==> config.mk <==
export PLATFORM = sky130hd
export DESIGN_NAME = aes_issue_q
export DESIGN_NICKNAME = d
export VERILOG_FILES = /design/src/rtl/aes_pkg.sv /design/src/rtl/aes_cmd_fifo.sv /design/src/rtl/aes_issue_q.sv
export SDC_FILE = /design/constraint.sdc
export NUM_CORES = 1
export LEC_CHECK = 0
export CAP_MARGIN = 20
export CORE_AREA = 2 2 316 318
export CTS_CLUSTER_DIAMETER = 80
export CTS_CLUSTER_SIZE = 40
export DETAILED_ROUTE_END_ITERATION = 8
export DIE_AREA = 0 0 318 320
export GPL_TIMING_DRIVEN = 0
export PLACE_DENSITY = 0.61
export SYNTH_ARGS = -nofsm -noshare
export SYNTH_HDL_FRONTEND = slang
export SYNTH_SLANG_ARGS = --single-unit
==> constraint.sdc <==
create_clock -name clk -period 16.94 [get_ports clk]
set_input_delay 3.388 -clock clk [delete_from_list [all_inputs] [get_ports clk]]
set_output_delay 3.388 -clock clk [all_outputs]
set_load 0.1 [all_outputs]
==> src/rtl/aes_pkg.sv <==
// aes_pkg: shared types for the AES command front-end.
//   opcode        - AES command opcodes accepted by the issue queue
//   issue_state_t - issue FSM states
//   AES_DATA_W    - width of AES state / key / result words
//   OPCODE_W      - encoded opcode width
package aes_pkg;

  localparam int AES_DATA_W = 128;
  localparam int OPCODE_W   = 3;

  typedef enum logic [2:0] {
    NOOP            = 3'd0,
    AESENC          = 3'd1,
    AESENCLAST      = 3'd2,
    AESKEYGENASSIST = 3'd3,
    AESENCFULL      = 3'd4
  } opcode;

  typedef enum logic [1:0] {
    ST_IDLE  = 2'd0,
    ST_ISSUE = 2'd1,
    ST_WAIT  = 2'd2,
    ST_RESP  = 2'd3
  } issue_state_t;

endpackage

==> src/rtl/aes_cmd_fifo.sv <==
// aes_cmd_fifo: small synchronous FIFO holding packed AES commands.
//   clk, rst       - clock, synchronous active-high reset
//   push_i, din_i  - write strobe and entry (ignored when full)
//   pop_i, dout_o  - read strobe and head entry (head valid when !empty_o)
//   full_o,empty_o - flags decoded from the registered occupancy count
// Full is derived from the registered count only, so a pop never frees a
// slot for a push in the same cycle.
module aes_cmd_fifo
  import aes_pkg::*;
#(
  parameter int DEPTH = 2,
  parameter int WIDTH = 8
) (
  input  logic             clk,
  input  logic             rst,
  input  logic             push_i,
  input  logic [WIDTH-1:0] din_i,
  input  logic             pop_i,
  output logic [WIDTH-1:0] dout_o,
  output logic             full_o,
  output logic             empty_o
);

  localparam int PTR_W = (DEPTH > 1) ? $clog2(DEPTH) : 1;
  localparam int CNT_W = $clog2(DEPTH + 1);

  logic [WIDTH-1:0] mem_r [DEPTH];
  logic [PTR_W-1:0] wr_ptr_r;
  logic [PTR_W-1:0] rd_ptr_r;
  logic [CNT_W-1:0] count_r;
  logic             push_ok_s;
  logic             pop_ok_s;

  assign full_o    = (count_r == CNT_W'(DEPTH));
  assign empty_o   = (count_r == {CNT_W{1'b0}});
  assign push_ok_s = push_i && !full_o;
  assign pop_ok_s  = pop_i && !empty_o;
  assign dout_o    = mem_r[rd_ptr_r];

  // Pointer and occupancy bookkeeping; simultaneous push+pop keeps the count.
  always_ff @(posedge clk) begin
    if (rst) begin
      wr_ptr_r <= {PTR_W{1'b0}};
      rd_ptr_r <= {PTR_W{1'b0}};
      count_r  <= {CNT_W{1'b0}};
    end else begin
      if (push_ok_s) begin
        wr_ptr_r <= wr_ptr_r + PTR_W'(1);
      end
      if (pop_ok_s) begin
        rd_ptr_r <= rd_ptr_r + PTR_W'(1);
      end
      case ({push_ok_s, pop_ok_s})
        2'b10:   count_r <= count_r + CNT_W'(1);
        2'b01:   count_r <= count_r - CNT_W'(1);
        default: count_r <= count_r;
      endcase
    end
  end

  // Entry storage; contents are don't-care while the count says empty.
  always_ff @(posedge clk) begin
    if (push_ok_s) begin
      mem_r[wr_ptr_r] <= din_i;
    end
  end

endmodule

==> src/rtl/aes_issue_q.sv <==
// aes_issue_q: command front-end for the AES core.
//   clk, rst                       - clock, synchronous active-high reset
//   cmd_valid_i/cmd_ready_o        - command handshake (ready = FIFO not full)
//   cmd_opcode_i/data_i/key_i/tag_i- command payload
//   start_o                        - one-cycle issue pulse to the core
//   opcode_o, data_o, key_o        - issued operands, stable from issue to completion
//   cipher_ready_i, key_ready_i    - core completion pulses
//   result_i                       - core result, valid with a completion pulse
//   rsp_valid_o/rsp_ready_i        - response handshake
//   rsp_data_o, rsp_tag_o, rsp_err_o - response payload (data 0 on error)
//   done_cnt_o                     - wrapping count of delivered responses
module aes_issue_q
  import aes_pkg::*;
#(
  parameter int DEPTH   = 2,
  parameter int TIMEOUT = 64,
  parameter int TAG_W   = 4
) (
  input  logic                  clk,
  input  logic                  rst,
  input  logic                  cmd_valid_i,
  output logic                  cmd_ready_o,
  input  opcode                 cmd_opcode_i,
  input  logic [AES_DATA_W-1:0] cmd_data_i,
  input  logic [AES_DATA_W-1:0] cmd_key_i,
  input  logic [TAG_W-1:0]      cmd_tag_i,
  output logic                  start_o,
  output opcode                 opcode_o,
  output logic [AES_DATA_W-1:0] data_o,
  output logic [AES_DATA_W-1:0] key_o,
  input  logic                  cipher_ready_i,
  input  logic                  key_ready_i,
  input  logic [AES_DATA_W-1:0] result_i,
  output logic                  rsp_valid_o,
  input  logic                  rsp_ready_i,
  output logic [AES_DATA_W-1:0] rsp_data_o,
  output logic [TAG_W-1:0]      rsp_tag_o,
  output logic                  rsp_err_o,
  output logic [15:0]           done_cnt_o
);

  localparam int ENT_W = OPCODE_W + 2 * AES_DATA_W + TAG_W;
  localparam int TMR_W = $clog2(TIMEOUT);
  localparam logic [TMR_W-1:0] TMR_LAST = TMR_W'(TIMEOUT - 1);

  issue_state_t          state_r;
  logic                  start_r;
  opcode                 opcode_r;
  logic [AES_DATA_W-1:0] data_r;
  logic [AES_DATA_W-1:0] key_r;
  logic [TAG_W-1:0]      tag_r;
  logic [TMR_W-1:0]      timer_r;
  logic                  rsp_valid_r;
  logic [AES_DATA_W-1:0] rsp_data_r;
  logic [TAG_W-1:0]      rsp_tag_r;
  logic                  rsp_err_r;
  logic [15:0]           done_cnt_r;

  logic [ENT_W-1:0]      fifo_din_s;
  logic [ENT_W-1:0]      fifo_head_s;
  logic                  fifo_full_s;
  logic                  fifo_empty_s;
  logic                  pop_s;
  opcode                 head_op_s;
  logic [AES_DATA_W-1:0] head_data_s;
  logic [AES_DATA_W-1:0] head_key_s;
  logic [TAG_W-1:0]      head_tag_s;
  logic                  exp_pulse_s;
  logic                  oth_pulse_s;

  assign fifo_din_s  = {cmd_opcode_i, cmd_data_i, cmd_key_i, cmd_tag_i};
  assign head_op_s   = opcode'(fifo_head_s[ENT_W-1 -: OPCODE_W]);
  assign head_data_s = fifo_head_s[TAG_W+2*AES_DATA_W-1 -: AES_DATA_W];
  assign head_key_s  = fifo_head_s[TAG_W+AES_DATA_W-1 -: AES_DATA_W];
  assign head_tag_s  = fifo_head_s[TAG_W-1:0];

  // The head is consumed whenever the FSM idles with work queued, NOOPs included.
  assign pop_s       = (state_r == ST_IDLE) && !fifo_empty_s;
  assign cmd_ready_o = !fifo_full_s;

  aes_cmd_fifo #(
    .DEPTH (DEPTH),
    .WIDTH (ENT_W)
  ) u_fifo (
    .clk     (clk),
    .rst     (rst),
    .push_i  (cmd_valid_i),
    .din_i   (fifo_din_s),
    .pop_i   (pop_s),
    .dout_o  (fifo_head_s),
    .full_o  (fifo_full_s),
    .empty_o (fifo_empty_s)
  );

  // Classify completion pulses against the in-flight opcode.
  always_comb begin
    exp_pulse_s = 1'b0;
    oth_pulse_s = 1'b0;
    if (opcode_r == AESKEYGENASSIST) begin
      exp_pulse_s = key_ready_i;
      oth_pulse_s = cipher_ready_i;
    end else begin
      exp_pulse_s = cipher_ready_i;
      oth_pulse_s = key_ready_i;
    end
  end

  // Issue FSM with watchdog, response registers and completion counter.
  always_ff @(posedge clk) begin
    if (rst) begin
      state_r     <= ST_IDLE;
      start_r     <= 1'b0;
      opcode_r    <= NOOP;
      data_r      <= {AES_DATA_W{1'b0}};
      key_r       <= {AES_DATA_W{1'b0}};
      tag_r       <= {TAG_W{1'b0}};
      timer_r     <= {TMR_W{1'b0}};
      rsp_valid_r <= 1'b0;
      rsp_data_r  <= {AES_DATA_W{1'b0}};
      rsp_tag_r   <= {TAG_W{1'b0}};
      rsp_err_r   <= 1'b0;
      done_cnt_r  <= 16'd0;
    end else begin
      start_r <= 1'b0;
      case (state_r)
        ST_IDLE: begin
          // Operands only change here, so they stay put through ISSUE and WAIT.
          if (pop_s && (head_op_s != NOOP)) begin
            opcode_r <= head_op_s;
            data_r   <= head_data_s;
            key_r    <= head_key_s;
            tag_r    <= head_tag_s;
            start_r  <= 1'b1;
            state_r  <= ST_ISSUE;
          end else begin
            state_r  <= ST_IDLE;
          end
        end
        ST_ISSUE: begin
          timer_r <= {TMR_W{1'b0}};
          state_r <= ST_WAIT;
        end
        ST_WAIT: begin
          // Expected pulse wins when both arrive together.
          if (exp_pulse_s) begin
            rsp_data_r  <= result_i;
            rsp_err_r   <= 1'b0;
            rsp_tag_r   <= tag_r;
            rsp_valid_r <= 1'b1;
            state_r     <= ST_RESP;
          end else if (oth_pulse_s || (timer_r == TMR_LAST)) begin
            rsp_data_r  <= {AES_DATA_W{1'b0}};
            rsp_err_r   <= 1'b1;
            rsp_tag_r   <= tag_r;
            rsp_valid_r <= 1'b1;
            state_r     <= ST_RESP;
          end else begin
            timer_r     <= timer_r + TMR_W'(1);
            state_r     <= ST_WAIT;
          end
        end
        ST_RESP: begin
          if (rsp_ready_i) begin
            rsp_valid_r <= 1'b0;
            done_cnt_r  <= done_cnt_r + 16'd1;
            state_r     <= ST_IDLE;
          end else begin
            state_r     <= ST_RESP;
          end
        end
        default: begin
          state_r <= ST_IDLE;
        end
      endcase
    end
  end

  assign start_o     = start_r;
  assign opcode_o    = opcode_r;
  assign data_o      = data_r;
  assign key_o       = key_r;
  assign rsp_valid_o = rsp_valid_r;
  assign rsp_data_o  = rsp_data_r;
  assign rsp_tag_o   = rsp_tag_r;
  assign rsp_err_o   = rsp_err_r;
  assign done_cnt_o  = done_cnt_r;

endmodule
==> impl_summary.txt, run 1 <==
----------------------------------------------------
[Status]
  Run status ... finished, final reports clean

[Synthesis]
  Primary FF master, synth ... sky130_fd_sc_hd__edfxtp_1
  Number of unique standard cell types used by synthesis ... 48
  FFs w/ async S/R, synth ... 0%
  Top area cells in the synthesized netlist ... sky130_fd_sc_hd__edfxtp_1 (46%), sky130_fd_sc_hd__dfxtp_1 (25%), sky130_fd_sc_hd__mux2i_1 (7.7%), sky130_fd_sc_hd__a211oi_2 (7.0%), sky130_fd_sc_hd__a21oi_1 (4.1%)
  Portion of synthesized cell area occupied by the leading cell type ... 46.21%
  Synth Area per Inst ... between 15 and 20 µm²
  Synthesized flop and latch total ... between 900 and 1,000
  Cell taking the most area after synthesis ... sky130_fd_sc_hd__edfxtp_1
  Sequential element share of the synthesized area ... 71.22%
  Number of enable flip-flop cells after synthesis ... 526
  Net count after synthesis ... 2,606
  Warnings from Yosys ... 0
  Gate count of the mapped netlist ... between 2,000 and 2,500
  Netlist Area Pre-Place ... roughly 0.034 mm²

[Floorplanning]
  Die area ... 0.1018 mm²
  Die height ... 320 µm
  Site Rows ... 115
  Core Footprint ... 0.09799 mm²
  Die W ... 318 µm
  Number of ports placed on the die boundary ... 808
  Initial core utilization ... 34.88%

[Route]
  Final WL ... 104.5 mm
  Detailed-routing iteration count for the pre-antenna-repair pass ... 4
  Vias/cell ... 4.961
  ANT nets after route ... 0
  DR DRC count ... 0
  Via count ... 21,930
  Post-detailed-route wirelength per cell ... 23.63 µm
  Number of DRC markers after the initial detailed-route iteration ... approximately 1,200

[Power and ir drop]
  Maximum vdd drop ... 0.1464 mV
  Final Total Pwr ... 9316 µW
  Leakage Power ... 0.01520 µW
  Power per Cell Area ... between 200 and 250 mW/mm²

[Worst setup path]
  Endpoint type of the worst setup path ... output pin
  Type of origin of the critical path ... register
  Worst-case register-to-register setup slack ... around 14 ns
  Dominant delay contributor by cell family on the critical path ... buffers and inverters
  Signal arrival time at the worst endpoint ... 2.37 ns
  Largest fanout on the critical path ... 3
  Number of buffer and inverter instances along the worst setup path ... 1
  Library cell contributing the largest single delay on the critical path ... sky130_fd_sc_hd__clkdlybuf4s50_1
  Ordered cell list for the critical path ... clkdlybuf4s50_1
  Longest individual stage delay on the worst path ... around 1.3 ns
  Path type of the worst setup path ... reg -> out
  Critical Path RT ... 13.55 ns

[Timing]
  Slew at the pin closest to its max-slew limit ... 1.134 ns
  Post-route setup slack ... 11.18 ns
  Setup repair after global routing missed its margin ... no
  Final period demand of the worst path ... 5.761 ns
  Number of hold violations in the final report ... 0
  Max Transition Viols Final ... 0
  Slew Limit Headroom ... approximately 24%
  Final setup skew ... approximately 0.038 ns
  Maximum clock rate ... approximately 0.17 GHz
  Final setup violation count ... 0
  Final cycle utilization of the critical path ... 34.01%

[Finish]
  Layout cells sized above 1 ... between 10% and 20%
  Total of fill cells in the finished design ... between 8,000 and 9,000
  Synth-to-Final Area Change ... 35.17%
  Net count, final ... between 3,000 and 4,000

[Clock network]
  H-Tree Level Count ... 2
  # clock sinks ... 953
  Clock Tree Buf Depth ... 3
  Number of buffers inserted during clock tree synthesis ... 47
  Gates resized, CTS repair ... 0
  Worst-skew pair later-pin latency ... 0.65 ns
  Hold buffer count at cts ... 0
  Cell at the root of the clock tree ... sky130_fd_sc_hd__clkbuf_16
  Post CTS Setup Buffer Count ... 0
  Clock-pin slew on the worst setup and hold paths ... about 0.10 ns
  Clock tree from TritonCTS ... built

[Global route]
  Overall track demand over capacity in global routing ... approximately a fifth
  Number of global-route vias before repair ... approximately 22,000
  Antenna violations before repair ... 24
  Total grt overflow ... 0
  Wire length of the first global-routing pass ... 149.8 mm
  Largest net degree at the start of global routing ... 59

[Min path]
  Worst hold path type ... reg -> reg

[Placement]
  Setup Slack @ Placement ... 10.50 ns
  Number of buffer cells added on primary ports ... 806
  Gp weighted congestion ... 0.8113
  Half-perimeter wire length after placement ... 77.23 mm

[Job]
  Number of max-cap violations ... 0

----------------------------------------------------
cells in the mapped netlist (2+ instances only):
master	n
sky130_fd_sc_hd__a211oi_1	71
sky130_fd_sc_hd__a211oi_2	191
sky130_fd_sc_hd__a21oi_1	279
sky130_fd_sc_hd__a22o_1	128
sky130_fd_sc_hd__a31oi_1	3
sky130_fd_sc_hd__a41o_1	4
sky130_fd_sc_hd__and2_1	2
sky130_fd_sc_hd__and3_1	6
sky130_fd_sc_hd__buf_1	17
sky130_fd_sc_hd__buf_2	51
sky130_fd_sc_hd__buf_6	21
sky130_fd_sc_hd__clkbuf_1	93
sky130_fd_sc_hd__dfxtp_1	427
sky130_fd_sc_hd__edfxtp_1	526
sky130_fd_sc_hd__ha_1	3
sky130_fd_sc_hd__mux2i_1	264
sky130_fd_sc_hd__nand2_1	18
sky130_fd_sc_hd__nand2b_1	4
sky130_fd_sc_hd__nand3_1	12
sky130_fd_sc_hd__nand4_1	6
sky130_fd_sc_hd__nor2_1	23
sky130_fd_sc_hd__nor2b_1	3
sky130_fd_sc_hd__nor3_1	6
sky130_fd_sc_hd__o21ai_0	4
sky130_fd_sc_hd__o31ai_1	4
sky130_fd_sc_hd__or3_1	4
sky130_fd_sc_hd__or4_1	3
sky130_fd_sc_hd__xnor2_1	7
sky130_fd_sc_hd__xor2_1	7
cells in the final DEF (no fill, tap or decap), types with 6 or more instances in the layout:
cell type | netlist | final
sky130_fd_sc_hd__nor2_1 | 23 | 22
sky130_fd_sc_hd__a211oi_2 | 191 | 191
sky130_fd_sc_hd__clkbuf_16 | 0 | 49
sky130_fd_sc_hd__buf_16 | 0 | 7
sky130_fd_sc_hd__edfxtp_1 | 526 | 526
sky130_fd_sc_hd__xor2_1 | 7 | 7
sky130_fd_sc_hd__diode_2 | 0 | 13
sky130_fd_sc_hd__mux2i_1 | 264 | 264
sky130_fd_sc_hd__a21oi_1 | 279 | 279
sky130_fd_sc_hd__buf_12 | 0 | 15
sky130_fd_sc_hd__nor3_1 | 6 | 6
sky130_fd_sc_hd__clkdlybuf4s50_1 | 0 | 806
sky130_fd_sc_hd__buf_6 | 21 | 21
sky130_fd_sc_hd__clkinv_8 | 0 | 6
sky130_fd_sc_hd__nand3_1 | 12 | 12
sky130_fd_sc_hd__dfxtp_1 | 427 | 427
sky130_fd_sc_hd__clkinv_16 | 0 | 7
sky130_fd_sc_hd__buf_1 | 17 | 17
sky130_fd_sc_hd__clkbuf_1 | 93 | 95
sky130_fd_sc_hd__xnor2_1 | 7 | 7
sky130_fd_sc_hd__a22o_1 | 128 | 128
sky130_fd_sc_hd__nand2_1 | 18 | 18
sky130_fd_sc_hd__buf_2 | 51 | 51
sky130_fd_sc_hd__a211oi_1 | 71 | 71
sky130_fd_sc_hd__nand4_1 | 6 | 6
per-stage QoR:
stage	util (%)	hold WS, ns	instance area, µm²	TNS (ns)	instances
after floorplan	-	0.4568	34180	0	2206
after global placement	44.76	0.4549	43860	-1857.79	4299
after detailed placement	45.24	0.4544	44330	0	4319
after CTS	47.08	0.4856	46130	0	4406
after global routing	47.14	0.4951	46190	0	4417
final	47.15	0.4818	46200	0	4421
final cells by class:
type / instances / area (µm²) / area share [%]
flip-flops and latches: 953 / 24340 / 52.69
multi-input cells: 1068 / 8936 / 19.34
repair buffers: 828 / 8561 / 18.53
well taps: 1287 / 1610 / 3.485
clock buffers: 51 / 1234 / 2.670
plain buffers: 182 / 904.6 / 1.958
clock inverters: 36 / 571.8 / 1.238
diodes: 13 / 32.53 / 0.07041
inverters: 3 / 11.26 / 0.02437
power breakdown:
group          total (µW)  internal, µW  switching, µW
registers            3130          2930            200
clock network        1470           609            859
logic                4710          1260           3450
total                9320          4800           4510
worst paths after layout:
| path | start | to | depth (start not counted) |
|---|---|---|---|
| worst min-delay path | rsp_data_o[56]$_SDFFE_PP0P_ | rsp_data_o[56]$_SDFFE_PP0P_ | 1 |
| worst min register to register | rsp_data_o[56]$_SDFFE_PP0P_ | rsp_data_o[56]$_SDFFE_PP0P_ | 1 |
| worst max-delay path | opcode_o[2]$_SDFFE_PP0P_ | opcode_o[2] | 1 |
| worst max register to register | u_fifo.count_r[0]$_SDFFE_PP0P_ | u_fifo.mem_r[0][29]$_DFFE_PP_ | 7 |
cell families after synthesis:
group / count (synthesis) / synth area share (%)
flops: 953 / 71.22
compound gates: 692 / 16.45
mux: 266 / 7.796
buf+inv: 185 / 2.679
simple gates: 93 / 1.395
xor+xnor: 14 / 0.3587
fa+ha+maj: 3 / 0.1098
sequential cells by signal (all words and copies together) (netlist names), 3 cells and up, named ones only:
signal	flops
data_o	128
done_cnt_o	16
key_o	128
opcode_o	3
rsp_data_o	128
rsp_tag_o	4
tag_r	4
timer_r	6
u_fifo.mem_r	526
layer usage:
layer	global-route usage [%]	share of wire (%)	up-vias	wire length, µm
li1	-	-	10310	-
met1	22.38	38	10880	40190
met2	35.62	52	595	54340
met3	5.351	6.5	130	6836
met4	6.540	2.8	16	2954
met5	0	0.12	-	124
Power figures use the tool's default switching activity.
==> run 2: changes to the inputs <==
==> constraint.sdc (replaced) <==
create_clock -name clk -period 5.52 [get_ports clk]
set_input_delay 1.104 -clock clk [delete_from_list [all_inputs] [get_ports clk]]
set_output_delay 1.104 -clock clk [all_outputs]
set_load 0.1 [all_outputs]
==> run 2 against run 1 <==
  * Worst setup slack got worse by 9.3 ns
  * Count of clock-buffer cells in the layout decreased by 6
  * Via count increased by 0.30%
  * Critical path depth increased by 1
  * Sequential power increased to 3.1 times the previous value
  * Power increased to 3.1 times the previous value
  * Combinational power increased to 3.1 times the previous value
  * Routed wire length decreased by 0.17%
  * Sequential share of layout area about the same
  * Clock skew increased by 0.0089 ns
  * Final area about the same
==> impl_summary.txt, run 2 (synthesis results as in run 1) <==
----------------------------------------------------
[Status]
  Run status ... finished, final reports clean

[Clock network]
  Cell at the root of the clock tree ... sky130_fd_sc_hd__clkbuf_16
  Worst-skew pair later-pin latency ... 0.66 ns
  H-Tree Level Count ... 2
  Clock tree from TritonCTS ... built
  Post CTS Setup Buffer Count ... 0
  Number of buffers inserted during clock tree synthesis ... between 40 and 50
  Gates resized, CTS repair ... 0
  Hold buffer count at cts ... 0
  Clock-pin slew on the worst setup and hold paths ... 0.11 ns
  Clock Tree Buf Depth ... 3
  # clock sinks ... about 950

[Floorplanning]
  Site Rows ... 115
  Number of ports placed on the die boundary ... between 800 and 900
  Die height ... approximately 320 µm
  Core Footprint ... 0.09799 mm²
  Die W ... 318 µm
  Die area ... 0.1018 mm²
  Initial core utilization ... between 30% and 40%

[Global route]
  Total grt overflow ... 0
  Overall track demand over capacity in global routing ... between 10% and 20%
  Antenna violations before repair ... 23
  Met1 Usage GRT ... 23.34%
  Wire length of the first global-routing pass ... 149.6 mm
  Global-route layer with the greatest usage ... met2
  Number of global-route vias before repair ... 21,760
  Global routing usage on met3 ... 5.186%
  Largest net degree at the start of global routing ... 53
  Global-route track usage on met2 ... roughly a third

[Route]
  Via count ... approximately 22,000
  Detailed-routing iteration count for the pre-antenna-repair pass ... 5
  ANT nets after route ... 0
  Number of DRC markers after the initial detailed-route iteration ... 1,449
  DR DRC count ... 0
  Vias/cell ... 4.983
  Final WL ... 104.3 mm
  Post-detailed-route wirelength per cell ... 23.62 µm

[Worst setup path]
  Type of origin of the critical path ... register
  Endpoint type of the worst setup path ... output pin
  Signal arrival time at the worst endpoint ... 2.56 ns
  Longest individual stage delay on the worst path ... 1.18 ns
  Ordered cell list for the critical path ... nand2b_2 > clkdlybuf4s50_1
  Startpoint of the worst-slack reg-to-reg timing path ... u_fifo.count_r[0]$_SDFFE_PP0P_
  Worst R2R End ... u_fifo.mem_r[0][28]$_DFFE_PP_
  Dominant delay contributor by cell family on the critical path ... buffers and inverters
  Number of buffer and inverter instances along the worst setup path ... 1
  Library cell contributing the largest single delay on the critical path ... sky130_fd_sc_hd__clkdlybuf4s50_1
  Critical Path RT ... 4.42 ns
  Worst-case register-to-register setup slack ... 2.63 ns
  Path type of the worst setup path ... reg -> out
  Largest fanout on the critical path ... 4
  R2R depth ... 7

[Placement]
  Total cell area at the placement stage ... about 0.044 mm²
  Number of buffer cells added on primary ports ... 806
  Gp weighted congestion ... 0.8113
  Half-perimeter wire length after placement ... 76.34 mm

[Timing]
  Max Transition Viols Final ... 0
  Slew at the pin closest to its max-slew limit ... approximately 1.1 ns
  Final setup skew ... about 0.047 ns
  Maximum clock rate ... between 0.2 and 0.3 GHz
  Final period demand of the worst path ... approximately 3.7 ns
  Setup repair after global routing missed its margin ... no
  Final cycle utilization of the critical path ... 66.38%
  Final setup violation count ... 0
  Number of hold violations in the final report ... 0
  Slew Limit Headroom ... 23.44%

[Finish]
  Cell area after layout ... ~0.046 mm²
  Net count, final ... 3,483
  Most frequent cells in the layout ... sky130_fd_sc_hd__clkdlybuf4s50_1 (806), sky130_fd_sc_hd__edfxtp_1 (526), sky130_fd_sc_hd__dfxtp_1 (427)
  Final core area utilization ... between 40% and 50%
  Synth-to-Final Area Change ... 35.19%
  Max reg flops ... 526
  Register with the most flip-flops ... u_fifo.mem_r
  Most common cell after layout, fill and taps aside ... sky130_fd_sc_hd__clkdlybuf4s50_1
  Layout cells sized above 1 ... 12.13%

[Min path]
  Worst hold path type ... reg -> reg
  Worst Hold End ... rsp_data_o[126]$_SDFFE_PP0P_
  Hold wc startpoint ... rsp_data_o[126]$_SDFFE_PP0P_
  Number of cells on the worst hold path ... 1

[Power and ir drop]
  Power per Cell Area ... 618.8 mW/mm²
  Final Total Pwr ... 28,590 µW
  Leakage Power ... 0.01520 µW
  Maximum vdd drop ... 0.5024 mV

[Job]
  Number of max-cap violations ... 0

----------------------------------------------------
run 2: final cells by class:
type	count	area, µm²
Buffer	182	904.6
Inverter	3	11.26
Fill cell	8628	51780
Antenna cell	11	27.53
Clock buffer	45	1126
Clock inverter	36	668.1
Sequential cell	953	24340
Timing Repair Buffer	830	8573
Tap cell	1287	1610
Multi-Input combinational cell	1068	8946
run 2: stage by stage:
step                      hold WS [ns]  setup WS (ns)  TNS (ns)  std cells
after global routing            0.4952          1.800         0       4413
final                           0.4836          1.856         0       4415
after floorplan                 0.4568      0.0008109         0       2206
after CTS                       0.4883          1.803         0       4404
after global placement          0.4556         -3.512  -1484.93       4299
after detailed placement        0.4534          1.567         0       4323
run 2: how the worst max path moves through the flow:
stage,startpoint,to,slack [ns],depth (start not counted)
global placement,cmd_valid_i,u_fifo.mem_r[0][30]$_DFFE_PP_,-3.51,3
global route,u_fifo.count_r[0]$_SDFFE_PP0P_,cmd_ready_o,1.80,2
detailed placement,cmd_valid_i,u_fifo.mem_r[0][33]$_DFFE_PP_,1.57,7
finish,u_fifo.count_r[0]$_SDFFE_PP0P_,cmd_ready_o,1.86,2
floorplan,cmd_valid_i,u_fifo.mem_r[0][0]$_DFFE_PP_,0.0008,2
CTS,u_fifo.count_r[0]$_SDFFE_PP0P_,cmd_ready_o,1.80,2
run 2: report_power, final:
group          total, µW  switching [µW]  internal, µW
clock               4540            2700          1830
combinational      14400           10600          3850
sequential          9620             615          9000
run 2: per-layer routing:
metal	part of all wire, %	wire [µm]	up-vias
met3	6.6	6883	120
met5	0.11	116	-
met4	2.4	2498	16
li1	-	-	10290
met1	40	41390	10960
met2	51	53390	617
==> run 3: changes to the inputs <==
--- a/config.mk
+++ b/config.mk
@@ -6,13 +6,13 @@
 export NUM_CORES = 1
 export LEC_CHECK = 0
 export CAP_MARGIN = 20
-export CORE_AREA = 2 2 316 318
+export CORE_AREA = 2 2 314 316
 export CTS_CLUSTER_DIAMETER = 80
 export CTS_CLUSTER_SIZE = 40
 export DETAILED_ROUTE_END_ITERATION = 8
-export DIE_AREA = 0 0 318 320
+export DIE_AREA = 0 0 316 318
 export GPL_TIMING_DRIVEN = 0
-export PLACE_DENSITY = 0.61
+export PLACE_DENSITY = 0.64
 export SYNTH_ARGS = -nofsm -noshare
 export SYNTH_HDL_FRONTEND = slang
 export SYNTH_SLANG_ARGS = --single-unit
==> constraint.sdc (replaced) <==
create_clock -name clk -period 3.01 [get_ports clk]
set_input_delay 0.602 -clock clk [delete_from_list [all_inputs] [get_ports clk]]
set_output_delay 0.602 -clock clk [all_outputs]
set_load 0.1 [all_outputs]
==> run 3 against run 2 <==
  * Clock power grew 89%
  * Sequential power grew 84%
  * Non-clock buffer count shrank 4
  * Critical path type unchanged
  * Largest power group unchanged
  * Highest routed layer unchanged
==> impl_summary.txt, run 3 (synthesis results as in run 1) <==
----------------------------------------------------
[Status]
  Run status ... finished, final reports clean

[Worst setup path]
  Worst-case register-to-register setup slack ... 0.27 ns
  Number of buffer and inverter instances along the worst setup path ... 1
  Path type of the worst setup path ... reg -> out
  Signal arrival time at the worst endpoint ... between 2 and 2.5 ns
  Startpoint of the worst-slack reg-to-reg timing path ... state_r[1]$_SDFF_PP0_
  Ordered cell list for the critical path ... clkdlybuf4s50_1
  R2R depth ... 8
  Longest individual stage delay on the worst path ... 1.19 ns
  Type of origin of the critical path ... register
  Critical Path RT ... roughly 2.4 ns
  Dominant delay contributor by cell family on the critical path ... buffers and inverters
  Largest fanout on the critical path ... 5
  Library cell contributing the largest single delay on the critical path ... sky130_fd_sc_hd__clkdlybuf4s50_1
  Endpoint type of the worst setup path ... output pin
  Worst R2R End ... u_fifo.count_r[1]$_SDFFE_PP0P_
  Launch point of the critical path ... done_cnt_o[4]$_SDFFE_PP0P_

[Min path]
  Worst Hold End ... rsp_data_o[89]$_SDFFE_PP0P_
  Number of cells on the worst hold path ... 1
  Hold wc startpoint ... rsp_data_o[89]$_SDFFE_PP0P_
  Worst hold path type ... reg -> reg

[Power and ir drop]
  Switching fraction of total power ... 48.67%
  Seq pwr share ... between 30% and 40%
  Share of total power in the clock network ... 16.2%
  Leakage Power ... 0.01527 µW
  Power share of the combinational group ... 50.2%
  Sw Pwr ... 25,640 µW
  Power per Cell Area ... about 1100 mW/mm²
  Internal power contribution ... 27,040 µW
  Maximum vdd drop ... 0.9574 mV

[Clock network]
  # clock sinks ... 953
  Worst-skew pair later-pin latency ... 0.69 ns
  Clock tree from TritonCTS ... built
  Post CTS Setup Buffer Count ... 0
  Cell at the root of the clock tree ... sky130_fd_sc_hd__clkbuf_16
  Number of buffers inserted during clock tree synthesis ... 46
  Clock-pin slew on the worst setup and hold paths ... 0.12 ns
  H-Tree Level Count ... 2
  Hold buffer count at cts ... 0
  Clock Tree Buf Depth ... 3

[Timing]
  Final setup skew ... 0.05239 ns
  Slew at the pin closest to its max-slew limit ... 1.146 ns
  Slew Limit Headroom ... 23.37%
  Max Transition Viols Final ... 0
  Final period demand of the worst path ... around 2.9 ns
  Number of hold violations in the final report ... 0
  Final setup violation count ... 0
  Maximum clock rate ... 0.3438 GHz
  Final cycle utilization of the critical path ... 96.64%
  Post-route setup slack ... 0.1012 ns
  Setup repair after global routing missed its margin ... no
  Setup tns final ... 0 ns

[Route]
  Final WL ... 102.4 mm
  ANT nets after route ... 0
  Number of DRC markers after the initial detailed-route iteration ... 1,431
  Via count ... 22,000
  Vias/cell ... ~5.0
  Detailed-routing iteration count for the pre-antenna-repair pass ... 5
  Post-detailed-route wirelength per cell ... 23.17 µm
  DR DRC count ... 0

[Global route]
  Overall track demand over capacity in global routing ... 19.56%
  Number of global-route vias before repair ... 21,970
  Wire length of the first global-routing pass ... about 150 mm
  Total grt overflow ... 0
  Antenna violations before repair ... 22
  Largest net degree at the start of global routing ... 58

[Finish]
  Net count, final ... 3,480
  Max reg flops ... 526
  Synth-to-Final Area Change ... 35.45%
  Layout cells sized above 1 ... about 12%
  Most frequent cells in the layout ... sky130_fd_sc_hd__clkdlybuf4s50_1 (798), sky130_fd_sc_hd__edfxtp_1 (526), sky130_fd_sc_hd__dfxtp_1 (426)
  Register with the most flip-flops ... u_fifo.mem_r
  Most common cell after layout, fill and taps aside ... sky130_fd_sc_hd__clkdlybuf4s50_1

[Placement]
  Number of buffer cells added on primary ports ... 806
  Half-perimeter wire length after placement ... 74.94 mm
  Setup Slack @ Placement ... -0.2088 ns
  Gp weighted congestion ... just over 0.8

[Floorplanning]
  Die height ... between 300 and 400 µm
  Site Rows ... 115
  Die W ... 316 µm
  Die area ... 0.1005 mm²
  Core Footprint ... 0.09741 mm²
  Number of ports placed on the die boundary ... 808
  Initial core utilization ... approximately a third

[Job]
  Number of max-cap violations ... 0

----------------------------------------------------
run 3: repair_timing:
item | in CTS | in global routing
endpoints found under the setup margin | 7 | 50
gates resized for setup | 7 | 2
gates cloned | 0 | 0
run 3: worst max path at each step:
stage,cells past startpoint,to
floorplan,3,u_fifo.mem_r[0][0]$_DFFE_PP_
global placement,3,u_fifo.mem_r[0][30]$_DFFE_PP_
detailed placement,4,key_o[90]$_SDFFE_PP0P_
CTS,1,done_cnt_o[12]
global route,1,rsp_data_o[97]
finish,1,done_cnt_o[4]
run 3: layout make-up:
class / instances / area, µm²
sequential: 953 / 24340
fill: 8552 / 51110
clock buffer: 49 / 1226
multi-input combinational: 1068 / 8951
clock inverter: 37 / 706.9
tap: 1287 / 1610
timing repair buffer: 826 / 8514
inverter: 3 / 11.26
buffer: 182 / 904.6
antenna: 12 / 30.03
run 3: per-layer routing:
layer	vias up	part of all wire, %	track usage (%)	wire length, µm
li1	10310	-	-	-
met1	10870	38	22.81	39260
met2	687	52	35.05	52970
met3	118	7.6	5.348	7828
met4	18	2.1	5.150	2175
met5	-	0.11	0	117
run 3: power by group through the flow:
stage | clock (µW) | combinational (µW) | sequential [µW]
2_1_floorplan | 0 | 8270 | 29100
3_3_place_gp | 0 | 26200 | 18200
3_5_place_dp | 0 | 26600 | 17900
4_1_cts | 8800 | 26700 | 17600
5_1_grt | 9240 | 27600 | 17900
6_report | 8560 | 26500 | 17700
run 3: stage by stage:
stage          power [µW]  utilization [%]  cells  cell area, µm²  hold WS [ns]
6_report            52680            47.53   4417           46300        0.4821
5_1_grt             54700            47.52   4413           46290        0.4357
4_1_cts             53130            47.50   4405           46270        0.4246
3_5_place_dp        44550            45.52   4319           44340        0.4533
3_3_place_gp        44350            45.05   4299           43890        0.4554
2_1_floorplan       37350                -   2206           34210        0.4568
